`config.mk`:
```
export PLATFORM = sky130hd
export DESIGN_NAME = hazard_ctrl
export DESIGN_NICKNAME = d
export VERILOG_FILES = /design/src/rtl/hazard_pkg.sv /design/src/rtl/hazard_ctrl_match.sv /design/src/rtl/hazard_ctrl.sv
export SDC_FILE = /design/constraint.sdc
export NUM_CORES = 1
export LEC_CHECK = 0
export BUFFER_PORTS_ARGS = -buffer_cell sky130_fd_sc_hd__buf_2
export CORE_MARGIN = 4
export CORE_UTILIZATION = 38
export DETAILED_ROUTE_END_ITERATION = 10
export GPL_TIMING_DRIVEN = 0
export PLACE_DENSITY = 0.75
export SETUP_SLACK_MARGIN = 0.2
export SYNTH_ARGS = -nofsm -noshare
export SYNTH_HDL_FRONTEND = slang
export SYNTH_SLANG_ARGS = --single-unit
```
`constraint.sdc`:
```
create_clock -name clk -period 4.1 [get_ports clk]
set_clock_uncertainty 0.1 [all_clocks]
set_input_delay 0.615 -clock clk [delete_from_list [all_inputs] [get_ports clk]]
set_output_delay 0.615 -clock clk [all_outputs]
set_load 0.02 [all_outputs]
```
`src/rtl/hazard_pkg.sv`:
```
// Shared types and constants for the hazard controller.
// Optional feature macro: HAZARD_STATS_EN (statistics counters).
package hazard_pkg;

    // Controller states: normal issue, multi-cycle hazard stall, pipeline frozen
    typedef enum logic [1:0] {
        RUN    = 2'd0,
        STALL  = 2'd1,
        FREEZE = 2'd2
    } state_t;

    // Remaining-stall counter width; holds N-1 for N up to LOAD_LAT+1 = 8
    localparam int CNT_W = 3;
    // Stall-length width; N can reach LOAD_LAT+1 = 8
    localparam int N_W = 4;

    localparam int LAT_MIN = 1;
    localparam int LAT_MAX = 7;

    // Legal data-memory read latency range
    function automatic bit lat_ok(input int lat);
        return (lat >= LAT_MIN) && (lat <= LAT_MAX);
    endfunction

endpackage

```
`src/rtl/hazard_ctrl_match.sv`:
```
// Per-source hazard match: compares one ID source register against the EX and
// MEM producers and returns the stall length that source alone would need.
module hazard_match
    import hazard_pkg::*;
#(
    parameter int REG_ADDR_W = 5,
    parameter int LOAD_LAT   = 1
) (
    input  logic [REG_ADDR_W-1:0] src,
    input  logic                  use_src,
    input  logic                  early,
    input  logic [REG_ADDR_W-1:0] ex_rd,
    input  logic                  ex_wr,
    input  logic                  ex_ld,
    input  logic [REG_ADDR_W-1:0] mem_rd,
    input  logic                  mem_wr,
    input  logic                  mem_ld,
    output logic [N_W-1:0]        n
);

    localparam logic [N_W-1:0] LAT_N = N_W'(LOAD_LAT);

    logic           ex_hit;
    logic           mem_hit;
    logic [N_W-1:0] n_ex;
    logic [N_W-1:0] n_mem;

    // r0 is hardwired zero, so a write to it never creates a dependency
    assign ex_hit  = use_src && ex_wr  && (src == ex_rd)  && (ex_rd  != '0);
    assign mem_hit = use_src && mem_wr && (src == mem_rd) && (mem_rd != '0);

    // Stall length per producer; non-load results are forwarded to EX, so only
    // ID-resolved consumers wait for them
    always_comb begin
        n_ex  = '0;
        n_mem = '0;
        if (ex_hit && ex_ld)
            n_ex = early ? (LAT_N + N_W'(1)) : LAT_N;
        else if (ex_hit && early)
            n_ex = N_W'(1);
        if (mem_hit && mem_ld && early)
            n_mem = LAT_N;
        n = (n_ex > n_mem) ? n_ex : n_mem;
    end

endmodule

```
`src/rtl/hazard_ctrl.sv`:
```
// Pipeline hazard controller: load-use / early-branch stall generation with
// debug-run and memory-busy freeze. Optional statistics under HAZARD_STATS_EN.
module hazard_ctrl
    import hazard_pkg::*;
#(
    parameter int REG_ADDR_W = 5,
    parameter int LOAD_LAT   = 1,
    parameter int STAT_W     = 16
) (
    input  logic                  clk,
    input  logic                  rst,
    input  logic                  du_run,
    input  logic                  du_stat_clr,
    input  logic                  mem_busy,
    input  logic [REG_ADDR_W-1:0] id_rs,
    input  logic [REG_ADDR_W-1:0] id_rt,
    input  logic                  id_use_rs,
    input  logic                  id_use_rt,
    input  logic                  id_early,
    input  logic [REG_ADDR_W-1:0] ex_rd,
    input  logic                  ex_wr,
    input  logic                  ex_ld,
    input  logic [REG_ADDR_W-1:0] mem_rd,
    input  logic                  mem_wr,
    input  logic                  mem_ld,
    output logic                  pc_we,
    output logic                  ifid_we,
    output logic                  idex_bubble,
    output logic                  stall,
    output logic [STAT_W-1:0]     stat_stall_cyc,
    output logic [STAT_W-1:0]     stat_events
);

    if (!lat_ok(LOAD_LAT)) begin : g_lat_bad
        $error("hazard_ctrl: LOAD_LAT must be within 1..7");
    end

    state_t           state;
    state_t           ret_state;
    state_t           eff_state;
    logic [CNT_W-1:0] cnt;
    logic [N_W-1:0]   n_rs;
    logic [N_W-1:0]   n_rt;
    logic [N_W-1:0]   n;
    logic             freeze;
    logic             detect;
    logic             stall_act;

    hazard_match #(.REG_ADDR_W(REG_ADDR_W), .LOAD_LAT(LOAD_LAT)) u_match_rs (
        .src(id_rs), .use_src(id_use_rs), .early(id_early),
        .ex_rd(ex_rd), .ex_wr(ex_wr), .ex_ld(ex_ld),
        .mem_rd(mem_rd), .mem_wr(mem_wr), .mem_ld(mem_ld),
        .n(n_rs)
    );

    hazard_match #(.REG_ADDR_W(REG_ADDR_W), .LOAD_LAT(LOAD_LAT)) u_match_rt (
        .src(id_rt), .use_src(id_use_rt), .early(id_early),
        .ex_rd(ex_rd), .ex_wr(ex_wr), .ex_ld(ex_ld),
        .mem_rd(mem_rd), .mem_wr(mem_wr), .mem_ld(mem_ld),
        .n(n_rt)
    );

    assign n      = (n_rs > n_rt) ? n_rs : n_rt;
    assign freeze = !du_run || mem_busy;
    // While frozen the state register reads FREEZE; behaviour follows the
    // state that was interrupted so it resumes the cycle the freeze drops
    assign eff_state = (state == FREEZE) ? ret_state : state;
    assign detect    = !freeze && (eff_state == RUN) && (n != '0);
    assign stall_act = !freeze && ((eff_state == STALL) || detect);

    // Freeze holds everything without bubbling; a stall holds PC/IF-ID and bubbles
    always_comb begin
        stall       = stall_act;
        idex_bubble = stall_act;
        pc_we       = !freeze && !stall_act;
        ifid_we     = !freeze && !stall_act;
    end

    // Stall/freeze FSM with remaining-stall counter
    always_ff @(posedge clk) begin
        if (!rst) begin
            state     <= RUN;
            ret_state <= RUN;
            cnt       <= '0;
        end else if (freeze) begin
            state     <= FREEZE;
            ret_state <= eff_state;
        end else begin
            case (eff_state)
                RUN: begin
                    if (detect) begin
                        cnt   <= CNT_W'(n - N_W'(1));
                        state <= (n > N_W'(1)) ? STALL : RUN;
                    end else begin
                        state <= RUN;
                    end
                end
                STALL: begin
                    cnt   <= cnt - CNT_W'(1);
                    state <= (cnt <= CNT_W'(1)) ? RUN : STALL;
                end
                default: state <= RUN;
            endcase
        end
    end

`ifdef HAZARD_STATS_EN
    logic [STAT_W-1:0] stall_q;
    logic [STAT_W-1:0] ev_q;

    // Saturating stall-cycle and event counters; clear beats increment
    always_ff @(posedge clk) begin
        if (!rst || du_stat_clr) begin
            stall_q <= '0;
            ev_q    <= '0;
        end else begin
            if (stall_act && (stall_q != '1))
                stall_q <= stall_q + STAT_W'(1);
            if (detect && (ev_q != '1))
                ev_q <= ev_q + STAT_W'(1);
        end
    end

    assign stat_stall_cyc = stall_q;
    assign stat_events    = ev_q;
`else
    logic unused_stat_clr;
    assign unused_stat_clr = du_stat_clr;
    assign stat_stall_cyc  = '0;
    assign stat_events     = '0;
`endif

endmodule
```
---- Word level (Yosys, flattened, before mapping) ----
Cells that the tools add are included.
W data, S select, Z words.
word-level totals
  register bits ........................... 7
  bits of input ports ..................... 32
  output and inout port bits .............. 36
  word-level logic and storage cells ...... 74
cells by class
  add/sub/neg operators ................... 2
  magnitude comparators ................... 5
  equal/unequal tests ..................... 7
  multiplexer cells ....................... 18
  bitwise operators ....................... 2
  reductions and logical operators ........ 36
operators with widths
  cell                   count
  $logic_and A1 B1 Y1    24
  $eq A5 B5 Y1           4
  $mux W4                5
  $reduce_bool A5 Y1     2
  $gt A4 B1 Y1           2
  $mux W1                7
  $mux W2                3
  $pmux W3 S2            1
  $sub A3 B1 Y3 const B  2
  $gt A4 B1 Y1 const B   1
  $gt A4 B4 Y1           1
  $pmux W2 S2            1
  $reduce_bool A4 Y1     1
  $le A3 B1 Y1 const B   1
  $logic_not A1 Y1       3
  $mux W3                1
  $reduce_and A3 Y1      1
  $eq A2 B1 Y1 const B   1
  $eq A2 B2 Y1 const B   1
  $logic_not A2 Y1       1
  $logic_or A1 B1 Y1     2
  $ne A2 B2 Y1 const B   1
  $not A1 Y1             2
  $reduce_bool A2 Y1     1
  $reduce_or A2 Y1       1

---- Depth between registers and ports, before layout ----
  depth in word-level cells ............... 16
  depth in mapped cells ................... 21

---- By module ----
Synthesis repeated with hierarchy kept, for this count alone.
unflattened totals
  cell total of the unflattened synthesis .. 186
  area total of the unflattened synthesis .. 1,432.6 um^2
by module, submodules not included
  module        times used  cells each  area each (um^2)  seq. area each (um^2)
  hazard_ctrl   1           122         957.2             140.1
  hazard_match  2           32          237.7             0.0

---- Least setup slack after synthesis ----
Ideal clock, no wire load.
  path kind ............................... in2out
  start ................................... input port mem_rd[1]
  end ..................................... output port stall
  arrival ................................. 3.813 ns
  data required time ...................... 3.385 ns
  path slack .............................. -0.428 ns
  cell stages on the path ................. 17
  buffers on the path ..................... 1
  path through ............................ or4_1 -> o2111ai_1 -> nor3_1 -> ha_1 -> nor2_1 -> nor4_1 -> a41oi_1 -> a31oi_1 -> ha_1 -> nand2_1 -> o21ai_0 -> o32a_1 -> ha_1 -> a31oi_1 -> nand2_1 -> inv_1 -> buf_4
between the ends
  longest elaborated chain between the ends .. 14
  elaborated cells between the ends (all ways) .. 23
  classes of those cells .................. 3 x order compare; 2 x eq/ne; 5 x mux; 13 x reduce/logical
ends and longest elaborated chain
  item                               line                     RTL
  start: declaration                 hazard_ctrl.sv:23        input logic [REG_ADDR_W-1:0] mem_rd,
  $eq A5 B5 Y1                       hazard_ctrl_match.sv:30  assign mem_hit = use_src && mem_wr && (src == mem_rd) && (mem_rd != '0);
  $logic_and A1 B1 Y1 (2 in series)  hazard_ctrl_match.sv:30
  $logic_and A1 B1 Y1 (2 in series)  hazard_ctrl_match.sv:41  if (mem_hit && mem_ld && early)
  $mux W1                            hazard_ctrl_match.sv:41
  $gt A4 B1 Y1                       hazard_ctrl_match.sv:43  n = (n_ex > n_mem) ? n_ex : n_mem;
  $mux W4                            hazard_ctrl_match.sv:43
  $gt A4 B4 Y1                       hazard_ctrl.sv:63        assign n = (n_rs > n_rt) ? n_rs : n_rt;
  $mux W4 (*)                        hazard_ctrl.sv:63
  $reduce_bool A4 Y1 (*)             hazard_ctrl.sv:68        assign detect = !freeze && (eff_state == RUN) && (n != '0);
  $logic_and A1 B1 Y1 (*)            hazard_ctrl.sv:68
  $logic_or A1 B1 Y1 (*)             hazard_ctrl.sv:69        assign stall_act = !freeze && ((eff_state == STALL) || detect);
  $logic_and A1 B1 Y1 (*)            hazard_ctrl.sv:69
  end: declaration                   hazard_ctrl.sv:29        output logic stall,
Mark *: on every way between the ends. The rest lies on a longest branch, timed or not.

---- Worst setup path in the final report ----
  start ................................... input port ex_rd[0]
  end ..................................... output port pc_we
between the ends
  longest elaborated chain between the ends .. 16
  elaborated cells between the ends (all ways) .. 27
  classes of those cells .................. 3 x order compare; 2 x eq/ne; 7 x mux; 15 x reduce/logical
ends and longest elaborated chain
  item                               line                     RTL
  start: declaration                 hazard_ctrl.sv:20        input logic [REG_ADDR_W-1:0] ex_rd,
  $eq A5 B5 Y1                       hazard_ctrl_match.sv:29  assign ex_hit = use_src && ex_wr && (src == ex_rd) && (ex_rd != '0);
  $logic_and A1 B1 Y1 (2 in series)  hazard_ctrl_match.sv:29
  $logic_and A1 B1 Y1                hazard_ctrl_match.sv:39  else if (ex_hit && early)
  $mux W1                            hazard_ctrl_match.sv:39
  $mux W4                            hazard_ctrl_match.sv:37  if (ex_hit && ex_ld)
  $gt A4 B1 Y1                       hazard_ctrl_match.sv:43
  $mux W4                            hazard_ctrl_match.sv:43
  $gt A4 B4 Y1                       hazard_ctrl.sv:63
  $mux W4 (*)                        hazard_ctrl.sv:63
  $reduce_bool A4 Y1 (*)             hazard_ctrl.sv:68
  $logic_and A1 B1 Y1 (*)            hazard_ctrl.sv:68
  $logic_or A1 B1 Y1 (*)             hazard_ctrl.sv:69
  $logic_and A1 B1 Y1 (*)            hazard_ctrl.sv:69
  $logic_not A1 Y1 (*)               hazard_ctrl.sv:75        pc_we = !freeze && !stall_act;
  $logic_and A1 B1 Y1 (*)            hazard_ctrl.sv:75
  end: declaration                   hazard_ctrl.sv:26        output logic pc_we,
Marks and branches as above.

==> out/metrics.yaml <==
placed_design:
  pre_cts_slack_ps: -632.2
  gp_congestion: 0.7756
  dp_hpwl_mm: 2.142
  numPortBuffers: 34
floorplan:
  die_x_um: 62.17
  rows: 19
  ioPinCount: 68
  fp.dieH_um: 62.17
  start_util_pct: 40.08
  fp.coreArea_um2: 2781
  die_area_um2: 3864
clock_tree:
  htree_levels: 1
  clk_latency_ps: 260
  clock_path_buffers: 2
  clock-sinks: 7
  cts_tree: "done"
  cts-buffers-inserted: 3
  clock-root-buffer: "clkbuf_4"
  path_clk_slew_ps: 50
power:
  finalPower_mw: 0.2644
  p_per_area_nw_per_um2: 145.2
  switching_share_pct: 37.80
  combPwrFrac_pct: 48.5
  clockPowerShare_pct: 25.2
  power.internal_mw: 0.1644
  switchingPower_mw: 0.09992
  ir_drop_v: 0.0001405
  leakage_nw: 0.8550
  p_seq_share_pct: 26.3
status:
  violations: "setup timing"
  status: "finished with violations"
grt:
  grt-ovfl-total: 0
  grt_max_degree: 8
  grt_pass1_wl_mm: 4.284
  grt_pass1_vias: 1077
  grt.total_usage_pct: 12.63
  antenna_found_initial: 0
drt:
  drt-initial-drc-count: 17
  postRouteAntennaNets: 0
  firstDrtPassIters: 4
  routedWlPerCell_um: 10.94
  drcViolationCount: 0
  viasPerCell: 4.479
  vias: 1169
  wl_mm: 2.856
synth:
  synth_flop_cell: "dfxtp_1"
  yosysTopAreaCell: "buf_4"
  synth-simple-area-share_pct: 22.90
  yosysTopAreaCellShare_pct: 22.90
  synth_compound_area_share_pct: 14.37
  ys.warnings.count: 0
  yosys.area_share.adder_pct: 8.979
  synthesis.area_um2: 1115
  yosysMostFrequentCell: "buf_4"
  synth_edf_count: 0
  synthTopCellsByArea: "buf_4 (23%), dfxtp_1 (13%), ha_1 (9.0%)"
  netlist_instances: 147
  synth_async_sr_flop_share_pct: 0
  avgSynthCellArea_um2: 7.584
  synthMuxAreaShare_pct: 0.8979
  synth_xor_area_share_pct: 15.71
  synth_seq_cells: 7
  synth.distinct_cells: 35
  yosysSeqAreaShare_pct: 12.57
  synth_commonest_cells: "buf_4 (34), nand2_1 (11), xnor2_1 (11), xor2_1 (9)"
  synth_top_family_by_area: "buffers and inverters"
job:
  drv_cap: 0
setup_path:
  cp_cell_sequence: "buf_8 > xor2_1 > nor4_1 > and3_1 > nand2_2 > ha_4 > nor2_4 > nor4b_2 > a31oi_1 > or2_1 > ha_1 > nand2_1 > o21ai_2 > o32a_1 > ha_4 > a31oi_4 > buf_6 > nor2_4 > buf_6 > buf_6"
  critPathMostFrequentCell: "buf_6"
  cp-end-kind: "primary output"
  arrival_ps: 3910
  start_kind: "primary input"
  path_max_fanout: 4
  cpPeakStageDelay_ps: 340
  cp_slowest_cell: "o32a_1"
  r2r_slack_ps: 2300
  crit_required_ps: 3380
  rr_worst_depth: 9
  path_class: "primary input to primary output"
  worstReg2RegEnd: "cnt[2]$_SDFFE_PN0P_"
  r2r_start: "state[0]$_SDFF_PP0_"
sta:
  hold_viol: 0
  setup_violations: 6
  min_period_ps: 4621
  drv_slew: 0
  slew_headroom_pct: 50.95
  tns_ps: -2190
  rsz0062_at_grt: "true"
  worst_pin_slew_ps: 729.5
  fin_crit_sh_pct: 112.7
  setup_slack_ps: -521.3
  max_freq_mhz: 216.4
cells_and_area:
  diodes: 0
  final_layout_size_suffix_gt1_share_pct: 46.96
  final_nets: 271
  syn_to_final_growth_pct: 63.30
min_path:
  min_to: "cnt[1]$_SDFFE_PN0P_"
  hold_path.startpoint: "cnt[1]$_SDFFE_PN0P_"
  holdPathStages: 2
  hold_class: "flip-flop to flip-flop"
==> worst max-delay path: cells and delay by family <==
kind / cells / cell delay [ps]
xor gates and xnor gates: 1 / 140
buffers and inverters: 4 / 460
AOI/OAI and AO/OA: 4 / 660
and+or+nand+nor: 8 / 1250
adders and majority gates: 3 / 770
==> registers in the layout (all words and copies together) (netlist names) <==
signal     cells
cnt            3
ret_state      2
state          2
==> through the flow <==
stage,instance area [um^2],hold WS (ps),util [%],cells
floorplan,1281,340.9,-,178
CTS,1670,368.9,60.05,257
global route,1821,414.9,65.45,261
detailed placement,1490,361.1,53.58,243
global placement,1490,353.7,53.58,243
finish,1821,372.8,65.45,261
==> layout by cell type, fill, tap and decap left out, drive strengths merged <==
cell type | synthesis | routed
a21boi | 2 | 2
a21oi | 3 | 3
a31oi | 3 | 3
a41oi | 1 | 1
and2 | 5 | 5
and3 | 1 | 1
buf | 34 | 82
clkbuf | 0 | 3
clkinv | 0 | 1
conb | 1 | 32
dfxtp | 7 | 7
ha | 8 | 8
inv | 4 | 4
mux2i | 1 | 1
nand2 | 11 | 11
nand2b | 2 | 2
nand3 | 4 | 4
nand4 | 3 | 3
nor2 | 8 | 8
nor2b | 3 | 3
nor3 | 3 | 3
nor4 | 4 | 4
nor4b | 1 | 1
o2111ai | 1 | 1
o211a | 2 | 2
o21a | 1 | 1
o21ai | 8 | 8
o31a | 1 | 1
o31ai | 1 | 1
o32a | 1 | 1
or2 | 1 | 1
or4 | 2 | 2
xnor2 | 11 | 11
xor2 | 9 | 9
==> worst max path at each step <==
stage | to | cells after the start | slack (ps) | start
6_report | pc_we | 20 | -520 | ex_rd[0]
5_1_grt | stall | 20 | -730 | ex_rd[0]
4_1_cts | stall | 19 | -480 | mem_rd[4]
3_5_place_dp | stall | 19 | -630 | mem_rd[1]
3_3_place_gp | stall | 19 | -630 | mem_rd[1]
2_1_floorplan | stall | 17 | -190 | mem_rd[1]
==> metal layers <==
metal / vias to the layer above / routed length, um / GRT usage (%) / part of all wire (%)
met2: 44 / 1526 / 22.67 / 53
met4: 0 / 48 / 3.523 / 1.7
met3: 7 / 227 / 1.802 / 7.9
li1: 612 / - / - / -
met1: 506 / 1053 / 15.38 / 37
met5: - / 0 / 0 / 0
==> kinds of logic (layout without fill, tap and decap cells) <==
logic type / count (synthesis) / in the layout
adder cells (fa/ha/maj): 8 / 8
XOR/XNOR: 20 / 20
multiplexers: 1 / 1
flip-flops: 7 / 7
AND/OR/NAND/NOR: 48 / 48
buffers and inverters: 38 / 90
other: 1 / 32
AO/OA/AOI/OAI: 24 / 24
==> area by class of cell <==
| type | count | area (um^2) |
|---|---|---|
| multi-input cells | 133 | 970.9 |
| fillers | 254 | 960.9 |
| repair buffers | 48 | 362.8 |
| plain buffers | 34 | 262.8 |
| flip-flops and latches | 7 | 140.1 |
| well taps | 31 | 38.79 |
| clock buffers | 3 | 22.52 |
| inverters | 4 | 17.52 |
| clock inverters | 1 | 5.005 |
==> what timing repair did <==
action	4_1_cts	5_1_grt
pin swaps	12	18
setup buffers	10	4
hold buffers	0	0
gates cloned	0	0
endpoints found under the setup margin	7	8
gates resized for setup	20	26
==> power by group through the flow <==
stage | Clock [mW] | Sequential, mW | Combinational (mW)
4_1_cts | 0.0686 | 0.0695 | 0.116
3_5_place_dp | 0 | 0.0711 | 0.109
5_1_grt | 0.0703 | 0.0696 | 0.138
2_1_floorplan | 0 | 0.0709 | 0.0795
6_report | 0.0666 | 0.0695 | 0.128
3_3_place_gp | 0 | 0.0710 | 0.107
No activity file was read; power rests on OpenSTA's default activity.
